`src/rtl/cache_fill_fsm_pkg.sv`:
```
// Shared types and sizing for the cache miss-fill controller.
// BLOCK_WORDS here is the default block size used by the I- and D-cache instances.
package wisc_cache_pkg;

  localparam int BLOCK_WORDS = 8;
  localparam int OFFSET_BITS = $clog2(2 * BLOCK_WORDS);
  localparam int WIDX_W      = $clog2(BLOCK_WORDS);

  typedef enum logic {
    IDLE = 1'b0,
    FILL = 1'b1
  } fill_state_e;

endpackage

```
`src/rtl/cache_fill_fsm_if.sv`:
```
// Cache-side and memory-side signals of one fill controller.
// The master modport is the FSM; the slave modport is the cache/memory environment.
interface cache_fill_if #(
  parameter int AWIDTH      = 16,
  parameter int BLOCK_WORDS = 8
);
  localparam int WIDX_W = $clog2(BLOCK_WORDS);

  logic              miss_detected;
  logic [AWIDTH-1:0] miss_address;
  logic              mem_grant;
  logic              memory_data_valid;
  logic              fsm_busy;
  logic              mem_enable;
  logic [AWIDTH-1:0] memory_address;
  logic              write_data_array;
  logic [WIDX_W-1:0] word_offset;
  logic              write_tag_array;
  logic [AWIDTH-1:0] block_base;

  modport master (
    input  miss_detected, miss_address, mem_grant, memory_data_valid,
    output fsm_busy, mem_enable, memory_address, write_data_array,
           word_offset, write_tag_array, block_base
  );

  modport slave (
    output miss_detected, miss_address, mem_grant, memory_data_valid,
    input  fsm_busy, mem_enable, memory_address, write_data_array,
           word_offset, write_tag_array, block_base
  );
endinterface

```
`src/rtl/cache_fill_cnt.sv`:
```
// Up-counter with synchronous clear (priority over enable) and async active-low reset.
module cache_fill_cnt #(
  parameter int W = 4
) (
  input  logic         clk,
  input  logic         rst_n,
  input  logic         clr,
  input  logic         en,
  output logic [W-1:0] cnt
);
  logic [W-1:0] cnt_q, cnt_d;

  always_comb begin
    cnt_d = cnt_q;
    if (clr)     cnt_d = '0;
    else if (en) cnt_d = cnt_q + W'(1);
  end

  always_ff @(posedge clk or negedge rst_n)
    if (!rst_n) cnt_q <= '0;
    else        cnt_q <= cnt_d;

  assign cnt = cnt_q;
endmodule

```
`src/rtl/cache_fill_fsm.sv`:
```
// Miss-fill controller: issues the block's word reads as the arbiter grants,
// streams returns into the data array and writes the tag with the last word.
module cache_fill_fsm #(
  parameter int AWIDTH      = 16,
  parameter int BLOCK_WORDS = wisc_cache_pkg::BLOCK_WORDS,
  parameter int MEM_LATENCY = 4
) (
  input  logic          clk,
  input  logic          rst,
  cache_fill_if.master  bus
);
  import wisc_cache_pkg::*;

  localparam int WIDX_W = $clog2(BLOCK_WORDS);
  localparam int ICNT_W = WIDX_W + 1;
  localparam int OFF_W  = $clog2(2 * BLOCK_WORDS);
  localparam logic [AWIDTH-1:0] BASE_MASK = ~AWIDTH'((1 << OFF_W) - 1);

  // Returns are counted rather than timed, so latency only needs to be sane.
  if (MEM_LATENCY < 1) begin : g_bad_latency
    $error("cache_fill_fsm: MEM_LATENCY must be at least 1");
  end

  fill_state_e       state_q, state_d;
  logic [AWIDTH-1:0] base_q, base_d;
  logic [ICNT_W-1:0] issue_cnt;
  logic [WIDX_W-1:0] recv_cnt;
  logic              cnt_clr, issue_en, recv_en;

  cache_fill_cnt #(.W(ICNT_W)) u_issue_cnt (
    .clk(clk), .rst_n(rst), .clr(cnt_clr), .en(issue_en), .cnt(issue_cnt)
  );

  cache_fill_cnt #(.W(WIDX_W)) u_recv_cnt (
    .clk(clk), .rst_n(rst), .clr(cnt_clr), .en(recv_en), .cnt(recv_cnt)
  );

  always_ff @(posedge clk or negedge rst)
    if (!rst) begin
      state_q <= IDLE;
      base_q  <= '0;
    end else begin
      state_q <= state_d;
      base_q  <= base_d;
    end

  always_comb begin
    state_d              = state_q;
    base_d               = base_q;
    cnt_clr              = 1'b0;
    issue_en             = 1'b0;
    recv_en              = 1'b0;
    bus.mem_enable       = 1'b0;
    bus.memory_address   = '0;
    bus.write_data_array = 1'b0;
    bus.word_offset      = '0;
    bus.write_tag_array  = 1'b0;
    case (state_q)
      IDLE: begin
        if (bus.miss_detected) begin
          state_d = FILL;
          base_d  = bus.miss_address & BASE_MASK;
          cnt_clr = 1'b1;
        end
      end
      FILL: begin
        // Address stays presented while ungranted so issue resumes in place.
        if (issue_cnt < ICNT_W'(BLOCK_WORDS)) begin
          bus.memory_address = base_q + AWIDTH'({issue_cnt, 1'b0});
          bus.mem_enable     = bus.mem_grant;
          issue_en           = bus.mem_grant;
        end
        if (bus.memory_data_valid) begin
          bus.write_data_array = 1'b1;
          bus.word_offset      = recv_cnt;
          recv_en              = 1'b1;
          if (recv_cnt == WIDX_W'(BLOCK_WORDS - 1)) begin
            bus.write_tag_array = 1'b1;
            state_d             = IDLE;
          end
        end
      end
      default: state_d = IDLE;
    endcase
  end

  assign bus.fsm_busy   = (state_q == FILL);
  assign bus.block_base = base_q;
endmodule

```
`src/flat_wrapper.sv`:
```
// flat-port wrapper written by rule: the top's interface ports become plain ports
module cache_fill_fsm_flat import wisc_cache_pkg::*;
#(
  parameter int AWIDTH      = 16,
  parameter int BLOCK_WORDS = wisc_cache_pkg::BLOCK_WORDS,
  parameter int MEM_LATENCY = 4
)
  (clk, rst, bus_miss_detected, bus_miss_address, bus_mem_grant, bus_memory_data_valid, bus_fsm_busy, bus_mem_enable, bus_memory_address, bus_write_data_array, bus_word_offset, bus_write_tag_array, bus_block_base);
  cache_fill_if #(.AWIDTH(AWIDTH), .BLOCK_WORDS(BLOCK_WORDS)) bus_i ();
  input  logic clk;
  input  logic rst;
  input wire logic [$bits(bus_i.miss_detected)-1:0] bus_miss_detected;
  input wire logic [$bits(bus_i.miss_address)-1:0] bus_miss_address;
  input wire logic [$bits(bus_i.mem_grant)-1:0] bus_mem_grant;
  input wire logic [$bits(bus_i.memory_data_valid)-1:0] bus_memory_data_valid;
  output wire logic [$bits(bus_i.fsm_busy)-1:0] bus_fsm_busy;
  output wire logic [$bits(bus_i.mem_enable)-1:0] bus_mem_enable;
  output wire logic [$bits(bus_i.memory_address)-1:0] bus_memory_address;
  output wire logic [$bits(bus_i.write_data_array)-1:0] bus_write_data_array;
  output wire logic [$bits(bus_i.word_offset)-1:0] bus_word_offset;
  output wire logic [$bits(bus_i.write_tag_array)-1:0] bus_write_tag_array;
  output wire logic [$bits(bus_i.block_base)-1:0] bus_block_base;
  assign bus_i.miss_detected = bus_miss_detected;
  assign bus_i.miss_address = bus_miss_address;
  assign bus_i.mem_grant = bus_mem_grant;
  assign bus_i.memory_data_valid = bus_memory_data_valid;
  assign bus_fsm_busy = bus_i.fsm_busy;
  assign bus_mem_enable = bus_i.mem_enable;
  assign bus_memory_address = bus_i.memory_address;
  assign bus_write_data_array = bus_i.write_data_array;
  assign bus_word_offset = bus_i.word_offset;
  assign bus_write_tag_array = bus_i.write_tag_array;
  assign bus_block_base = bus_i.block_base;
  cache_fill_fsm #(.AWIDTH(AWIDTH), .BLOCK_WORDS(BLOCK_WORDS), .MEM_LATENCY(MEM_LATENCY)) u_core (.clk(clk), .rst(rst), .bus(bus_i));
endmodule
```
`config.mk`:
```
export PLATFORM = sky130hd
export DESIGN_NAME = cache_fill_fsm_flat
export DESIGN_NICKNAME = d
export VERILOG_FILES = /design/src/rtl/cache_fill_fsm_pkg.sv /design/src/rtl/cache_fill_fsm_if.sv /design/src/rtl/cache_fill_cnt.sv /design/src/rtl/cache_fill_fsm.sv /design/src/flat_wrapper.sv
export SDC_FILE = /design/constraint.sdc
export NUM_CORES = 1
export LEC_CHECK = 0
export BUFFER_PORTS_ARGS = -buffer_cell sky130_fd_sc_hd__buf_2
export CAP_MARGIN = 0
export CORE_MARGIN = 2
export CORE_UTILIZATION = 43
export DETAILED_ROUTE_END_ITERATION = 7
export HOLD_SLACK_MARGIN = 0.15
export PLACE_DENSITY = 0.78
export REMOVE_ABC_BUFFERS = 1
export SLEW_MARGIN = 30
export SYNTH_ARGS = -nofsm -noshare
export SYNTH_HDL_FRONTEND = slang
export SYNTH_HIERARCHICAL = 1
export SYNTH_SLANG_ARGS = --single-unit
```
`constraint.sdc`:
```
create_clock -name clk -period 2.2 [get_ports clk]
set_clock_uncertainty 0.2 [all_clocks]
set_input_delay 0.11 -clock clk [delete_from_list [all_inputs] [get_ports clk]]
set_output_delay 0.11 -clock clk [all_outputs]
set_load 0.1 [all_outputs]
```
==> results of run 1 <==
-- layout make-up --
class / instances / area (sq um) / share of cell area
multi-input cells: 62 / 508 / 0.333
flip-flops and latches: 20 / 500 / 0.328
repair buffers: 69 / 439 / 0.288
well taps: 30 / 37.5 / 0.0246
inverters: 1 / 3.75 / 0.00246
clock buffers: 4 / 36.3 / 0.0238
-- per-stage QoR --
stage / instance area, sq um / hold WS, ns / setup TNS [ns] / std cells
final: 1530 / 0.180 / 0 / 186
after global routing: 1530 / 0.216 / 0 / 186
after CTS: 1530 / 0.344 / 0 / 186
after detailed placement: 1310 / -0.117 / 0 / 164
after global placement: 1310 / -0.126 / 0 / 164
after floorplan: 1010 / -0.386 / -8.27 / 83
-- worst max-delay path by stage --
stage	to	slack, ns	cells after the start
after floorplan	u_core/u_issue_cnt/cnt[3]	-0.94	4
after global placement	bus_mem_enable	0.37	3
after detailed placement	u_core/u_issue_cnt/cnt[3]	0.31	4
after CTS	bus_mem_enable	0.08	3
after global routing	bus_mem_enable	0.06	3
final	bus_mem_enable	0.15	3
-- timing repair --
item | CTS | global route
hold buffers | 18 | 0
resized for setup | 1 | 1
setup endpoints to repair | 1 | 1
hold endpoints to repair | 38 | 0
gates cloned | 0 | 0
-- cell usage after synthesis (all sizes together) --
| library cell | instances | area share |
|---|---|---|
| conb | 1 | 0.0035 |
| xnor2 | 2 | 0.016 |
| buf | 7 | 0.061 |
| nand4 | 1 | 0.0059 |
| nand3 | 1 | 0.0047 |
| mux2 | 13 | 0.17 |
| nand2 | 1 | 0.0035 |
| nor2b | 2 | 0.019 |
| and2b | 1 | 0.0082 |
| a21oi | 2 | 0.0094 |
| o22a | 1 | 0.0082 |
| mux2i | 2 | 0.019 |
| nand3b | 2 | 0.014 |
| nor2 | 6 | 0.021 |
| inv | 1 | 0.0035 |
| a21bo | 2 | 0.019 |
| and3 | 2 | 0.014 |
| dfrtp | 20 | 0.47 |
| and2 | 17 | 0.10 |
| ha | 2 | 0.024 |
-- state kept, by name, indices dropped and copies added, names as in the netlist --
| register | flops |
|---|---|
| u_core/bus.block_base | 12 |
| u_core/u_issue_cnt/cnt | 4 |
| u_core/bus.fsm_busy | 1 |
| u_core/u_recv_cnt/cnt | 3 |
-- critical path: stages, from the launching register on --
cell and delay, ns:
dfrtp_1 0.49, and2b_2 0.33, and2_1 0.33, buf_6 0.27
-- metal layers --
metal	track usage	vias up
met5	0	-
met4	0.0726	0
met3	0.0611	6
met2	0.301	34
met1	0.213	413
li1	-	417
-- kinds of logic after synthesis --
kind of cell             Yosys count  synth area share
AO/OA/AOI/OAI                      5            0.0365
XOR/XNOR                           2            0.0165
adder cells (fa/ha/maj)            2            0.0236
buffers and inverters              8            0.0648
flip-flops                        20             0.471
multiplexers                      15             0.192
other                              1           0.00353
AND/OR/NAND/NOR                   33             0.192
==> impl_metrics.yaml, run 1 <==
run_status:
  outcome: "finished clean"
clock_tree:
  cts_setup_buffers: 0
  clkTransAtPathRegs_ns: 0.12
  cts_buffer_depth: 2
  cts_tree: "built"
  clk_latency_ns: 0.30
  cts-root-buf: "clkbuf_4"
  cts_buffers: 3
  htree_levels: 1
  cts_sinks: 20
logic_synthesis:
  synth_warnings: 6
  post_synth.cell_area_avg_sq_um: 12.4
  synth.distinct_cells: 24
  ys_ff_latch: 20
  seq_area_frac_synth: 0.471
  synthesis.area_sq_um: 1060
  netlist_instances: 86
routing:
  drt_drc_violations_left: 0
  num_vias: 870
  route.met3.wl_um: 119
  ant_nets: 0
  dr.pass1.iters: 4
  viasPerCell: 4.68
  dr_wl_met2_mm: 1.31
  routedLengthMet1_um: 986
  highest_layer: "met4"
  drt_wl_total_mm: 2.48
  avgRoutedWirePerCell_um: 13.3
  drt_iter0_drc: 3
place:
  numPortBuffers: 50
  pre_cts_ws_ns: 0.305
  dpl.hpwl_mm: 1.57
  gp_congestion: 0.643
critical_path:
  critPathRequiredTime_ns: 1.89
  r2r_cells: 4
  crit_fanout: 16
  timing.reg2reg.setup_slack_ns: 0.27
  start_kind: "flop"
  reg2reg_from: "u_core/bus.fsm_busy"
  crit_arrival_ns: 1.74
  crit_type: "reg -> out"
  worstSetupEndpointType: "output port"
  crit-reg2reg-capture: "u_core/u_issue_cnt/cnt[3]"
  crit_start: "u_core/bus.fsm_busy"
finish:
  fillers: 199
  fin_nets: 180
  antennaDiodeCount: 0
  fin_util: 0.633
  drive_above_1_share: 0.487
  layout_commonest_cell: "buf_2"
  mostFrequentLayoutCells: "50 x buf_2, 20 x dfrtp_1, 17 x dlygate4sd3_1"
  synthToLayoutAreaGrowth_pct: 43.6
floorplanning:
  io_pins: 60
  start_util: 0.441
  dieArea_sq_um: 2880
  core-area_sq_um: 2410
  die_width_um: 53.7
  num_rows: 18
  die_y_um: 53.7
global_route:
  grt_pass1_wl_mm: 3.71
  overflow: 0
  track_usage: 0.181
  grt_max_degree: 21
  antenna_found_initial: 0
  first_global_vias: 831
sta:
  rsz0062_at_grt: "false"
  fmax_mhz: 489
  min_period_ns: 2.05
  worst_slack_ns: 0.153
  setup_viol: 0
  finalHoldViolCount: 0
  min_period_over_period: 0.930
  report.final.slew_viol_count: 0
min_path:
  hp-class: "in -> async"
job:
  max_cap_violations: 0
Power of run 1 is not shown: default switching activity piles up to over one toggle a cycle in this logic, so the estimate is an artifact.
==> inputs of run 2 (changes only) <==
REMOVE_ABC_BUFFERS = unset   (was 1)
==> run 2 against run 1 <==
Against the previous run:
- routed wire length rose by 12%
- final cell count rose by 4.3%
- clock-buffer cell count fell by 1
- maximum frequency fell by 0.56%
- core utilization rose by 4.3 points
- via count rose by 4.5%
- setup slack got worse by 0.012 ns
- critical path depth did not move
- largest cell class is now non-clock buffers
==> impl_metrics.yaml, run 2 (synthesis results as in run 1) <==
run_status:
  outcome: "finished clean"
sta:
  rsz0062_at_grt: "false"
  fmax_mhz: 486
  min_period_ns: 2.06
  report.final.slew_viol_count: 0
  finalHoldViolCount: 0
  worst_slack_ns: 0.141
  min_period_over_period: 0.936
  fin_tns_setup_ns: 0
  setup_viol: 0
place:
  numPortBuffers: 50
  dpl.hpwl_mm: 1.71
  pre_cts_ws_ns: 0.471
  gp_congestion: 0.690
clock_tree:
  clk_latency_ns: 0.30
  cts_tree: "built"
  cts_sinks: 20
  htree_levels: 1
  clkTransAtPathRegs_ns: 0.12
  cts_buffer_depth: 2
  cts-root-buf: "clkbuf_4"
  cts_buffers: 3
  cts_resized: 0
global_route:
  overflow: 0
  antenna_found_initial: 0
  track_usage: 0.192
  grt_max_degree: 21
  grt_pass1_wl_mm: 3.98
  first_global_vias: 871
floorplanning:
  core-area_sq_um: 2410
  die_width_um: 53.7
  io_pins: 60
  start_util: 0.441
  num_rows: 18
  dieArea_sq_um: 2880
  die_y_um: 53.7
routing:
  route.met3.wl_um: 110
  drt_drc_violations_left: 0
  routedLengthMet1_mm: 1.04
  drt_wl_total_mm: 2.78
  drt_iter0_drc: 14
  ant_nets: 0
  avgRoutedWirePerCell_um: 14.3
  dr.pass1.iters: 4
  viasPerCell: 4.69
  num_vias: 909
  dr_wl_met2_mm: 1.59
  highest_layer: "met4"
finish:
  largest_register_ffs: 12
  fin_nets: 188
  mostFrequentLayoutCells: "51 x buf_2, 23 x dlygate4sd3_1, 19 x dfrtp_1"
  synthToLayoutAreaGrowth_pct: 53.4
  layout_commonest_cell: "buf_2"
  antennaDiodeCount: 0
  drive_above_1_share: 0.494
critical_path:
  reg2reg_from: "u_core/bus.fsm_busy"
  crit_family: "simple AND/OR/NAND/NOR gates"
  timing.reg2reg.setup_slack_ns: 0.20
  r2r_cells: 4
  start_kind: "flop"
  crit_slowest_cell: "buf_2"
  critical_path.max_stage_delay_ns: 0.43
  path_cells: "and2b_2 > and2_4 > buf_2"
  worstSetupEndpointType: "output port"
  crit_arrival_ns: 1.75
  crit_type: "reg -> out"
  crit-reg2reg-capture: "u_core/bus.block_base[13]"
  critPathRequiredTime_ns: 1.89
  crit_fanout: 16
  worst-path-buf-inv: 1
min_path:
  hp-class: "in -> async"
job:
  max_cap_violations: 0
## run 2: area by class of cell
cell class              instances  area, sq um
flip-flops and latches         20          502
clock buffers                   3         22.5
well taps                      30         37.5
multi-input cells              62          513
repair buffers                 77          520
inverters                       1         3.75
fillers                       180          781
clock inverters                 1         30.0
## run 2: worst register-to-register path: cells and delay by family, from the launching register on
kind,cells,cell delay [ns]
buffers and inverters,2,0.74
DFF,1,0.48
muxes,1,0.31
and+or+nand+nor,1,0.17
## run 2: how the worst max path moves through the flow
stage,slack (ns),end,from,depth (start not counted)
6_report,0.14,bus_mem_enable,u_core/u_issue_cnt/cnt[3],3
5_1_grt,0.06,bus_mem_enable,u_core/bus.fsm_busy,3
4_1_cts,0.06,u_core/bus.block_base[14],u_core/bus.fsm_busy,3
3_5_place_dp,0.47,u_core/u_issue_cnt/cnt[3],u_core/u_issue_cnt/cnt[3],4
3_3_place_gp,0.50,u_core/u_issue_cnt/cnt[3],u_core/u_issue_cnt/cnt[3],4
2_1_floorplan,0.009,bus_memory_address[10],u_core/bus.fsm_busy,3
## run 2: per-stage QoR
stage	util	area, sq um	instances	hold slack [ns]
3_5_place_dp	0.545	1310	164	-0.115
5_1_grt	0.676	1630	194	0.194
4_1_cts	0.667	1610	192	0.353
2_1_floorplan	-	1080	90	-0.386
6_report	0.676	1630	194	0.148
3_3_place_gp	0.545	1310	164	-0.131
## run 2: what timing repair did
item                       4_1_cts  5_1_grt
hold buffers                    24        0
hold endpoints to repair        39        0
setup endpoints to repair        0        5
buffers inserted                 0        2
## run 2: metal layers
layer / vias to the layer above / track usage
met3: 4 / 0.0306
li1: 432 / -
met5: - / 0
met1: 446 / 0.213
met2: 27 / 0.362
met4: 0 / 0.0726
Power of run 2 is left out for the same reason.
==> inputs of run 3 (changes only) <==
CORE_ASPECT_RATIO = 1.75   (was unset)
==> run 3 against run 2 <==
Against the previous run:
- non-clock buffer count fell by 9
- setup slack better by 0.059 ns
- largest cell class is now multi-input gates
- hold slack gained 0.0061 ns
- routed wire length down 16%
- core utilization fell by 1.4 points
- global-route usage down 1.3 points
- cell area shrank 5.2%
- via count is 5.2% lower
- register-to-register slack better by 0.24 ns
==> impl_metrics.yaml, run 3 (synthesis results as in run 1) <==
clock_tree:
  cts-root-buf: "clkbuf_8"
  clkTransAtPathRegs_ns: 0.07
  htree_levels: 1
  cts_setup_buffers: 0
  cts_sinks: 20
  cts_resized: 0
  cts_buffer_depth: 2
  cts_tree: "built"
  clk_latency_ns: 0.25
  cts_buffers: 3
global_route:
  antenna_found_initial: 0
  grt_pass1_wl_mm: 4.16
  overflow: 0
  first_global_vias: 954
  grt_max_degree: 21
  track_usage: 0.180
routing:
  dr.pass1.iters: 4
  dr_wl_met2_mm: 1.35
  num_vias: 862
  viasPerCell: 4.79
  drt_iter0_drc: 12
  highest_layer: "met4"
  routedLengthMet1_um: 846
  drt_drc_violations_left: 0
  ant_nets: 0
  drt_wl_total_mm: 2.34
  route.met3.wl_um: 114
  avgRoutedWirePerCell_um: 13.0
sta:
  slew_headroom: 0.648
  report.final.slew_viol_count: 0
  fmax_mhz: 500
  finalHoldViolCount: 0
  min_period_over_period: 0.909
  setup_viol: 0
  min_period_ns: 2.00
  fin_tns_setup_ns: 0
  worst_pin_slew_ns: 0.527
  rsz0062_at_grt: "false"
floorplanning:
  core-area_sq_um: 2330
  dieArea_sq_um: 2900
  die_width_um: 41.6
  io_pins: 60
  die_y_um: 69.8
  start_util: 0.456
  num_rows: 23
run_status:
  outcome: "finished clean"
critical_path:
  crit_fanout: 16
  crit_type: "reg -> out"
  worstSetupEndpointType: "output port"
  critPathRequiredTime_ns: 1.89
  r2r_cells: 4
  crit_arrival_ns: 1.69
  crit-reg2reg-capture: "u_core/u_issue_cnt/cnt[3]"
  timing.reg2reg.setup_slack_ns: 0.44
  start_kind: "flop"
  reg2reg_from: "u_core/u_issue_cnt/cnt[3]"
min_path:
  hp-class: "in -> reg"
  min_from: "bus_memory_data_valid"
  min_to: "u_core/u_recv_cnt/cnt[1]"
  holdPathStages: 4
place:
  gp_congestion: 0.812
  numPortBuffers: 50
  dpl.hpwl_mm: 1.64
finish:
  largest_register_ffs: 12
  fin_nets: 179
  layout_commonest_cell: "buf_2"
  antennaDiodeCount: 0
  synthToLayoutAreaGrowth_pct: 45.3
  drive_above_1_share: 0.510
  mostFrequentLayoutCells: "51 x buf_2, 19 x dfrtp_1, 16 x dlygate4sd3_1"
  fillers: 186
job:
  max_cap_violations: 0
-- run 3: layout make-up --
type	count	area (sq um)	share of cell area
clock buffer	3	41.3	0.0267
multi-input combinational	62	513	0.332
tap	25	31.3	0.0203
clock inverter	1	30.0	0.0194
inverter	1	3.75	0.00243
sequential	20	502	0.325
timing repair buffer	68	423	0.274
-- run 3: worst max-delay path: stages (launching register included) --
cell and delay (ns):
dfrtp_1 0.40, and2b_2 0.38, and2_4 0.23, buf_2 0.43
-- run 3: what timing repair did --
| action | 4_1_cts | 5_1_grt |
|---|---|---|
| endpoints found under the setup margin | 0 | 0 |
| hold buffers | 17 | 0 |
| endpoints found under the hold margin | 36 | 0 |
-- run 3: stage by stage --
| step | hold WS (ns) | instance area (sq um) | utilization | worst slack (ns) | cells |
|---|---|---|---|---|---|
| after floorplan | -0.386 | 1080 | - | 0.00863 | 90 |
| after global placement | -0.130 | 1310 | 0.561 | 0.505 | 159 |
| after detailed placement | -0.124 | 1310 | 0.561 | 0.466 | 159 |
| after CTS | 0.156 | 1550 | 0.665 | 0.187 | 180 |
| after global routing | 0.192 | 1540 | 0.662 | 0.0874 | 180 |
| final | 0.154 | 1540 | 0.662 | 0.201 | 180 |
-- run 3: worst max path at each step --
stage | start | endpoint | slack, ns | depth (start not counted)
after floorplan | u_core/bus.fsm_busy | bus_memory_address[10] | 0.009 | 3
after global placement | u_core/u_issue_cnt/cnt[3] | u_core/u_issue_cnt/cnt[3] | 0.51 | 4
after detailed placement | u_core/u_issue_cnt/cnt[3] | u_core/u_issue_cnt/cnt[3] | 0.47 | 4
after CTS | u_core/u_issue_cnt/cnt[3] | bus_mem_enable | 0.19 | 3
after global routing | u_core/u_issue_cnt/cnt[3] | bus_mem_enable | 0.09 | 3
final | u_core/u_issue_cnt/cnt[3] | bus_mem_enable | 0.20 | 3
-- run 3: per-layer routing --
layer,GRT usage,vias to the layer above
met5,0,-
met4,0.0896,0
met3,0.0234,4
met2,0.326,33
met1,0.195,411
li1,-,414
Power of run 3 is left out for the same reason.
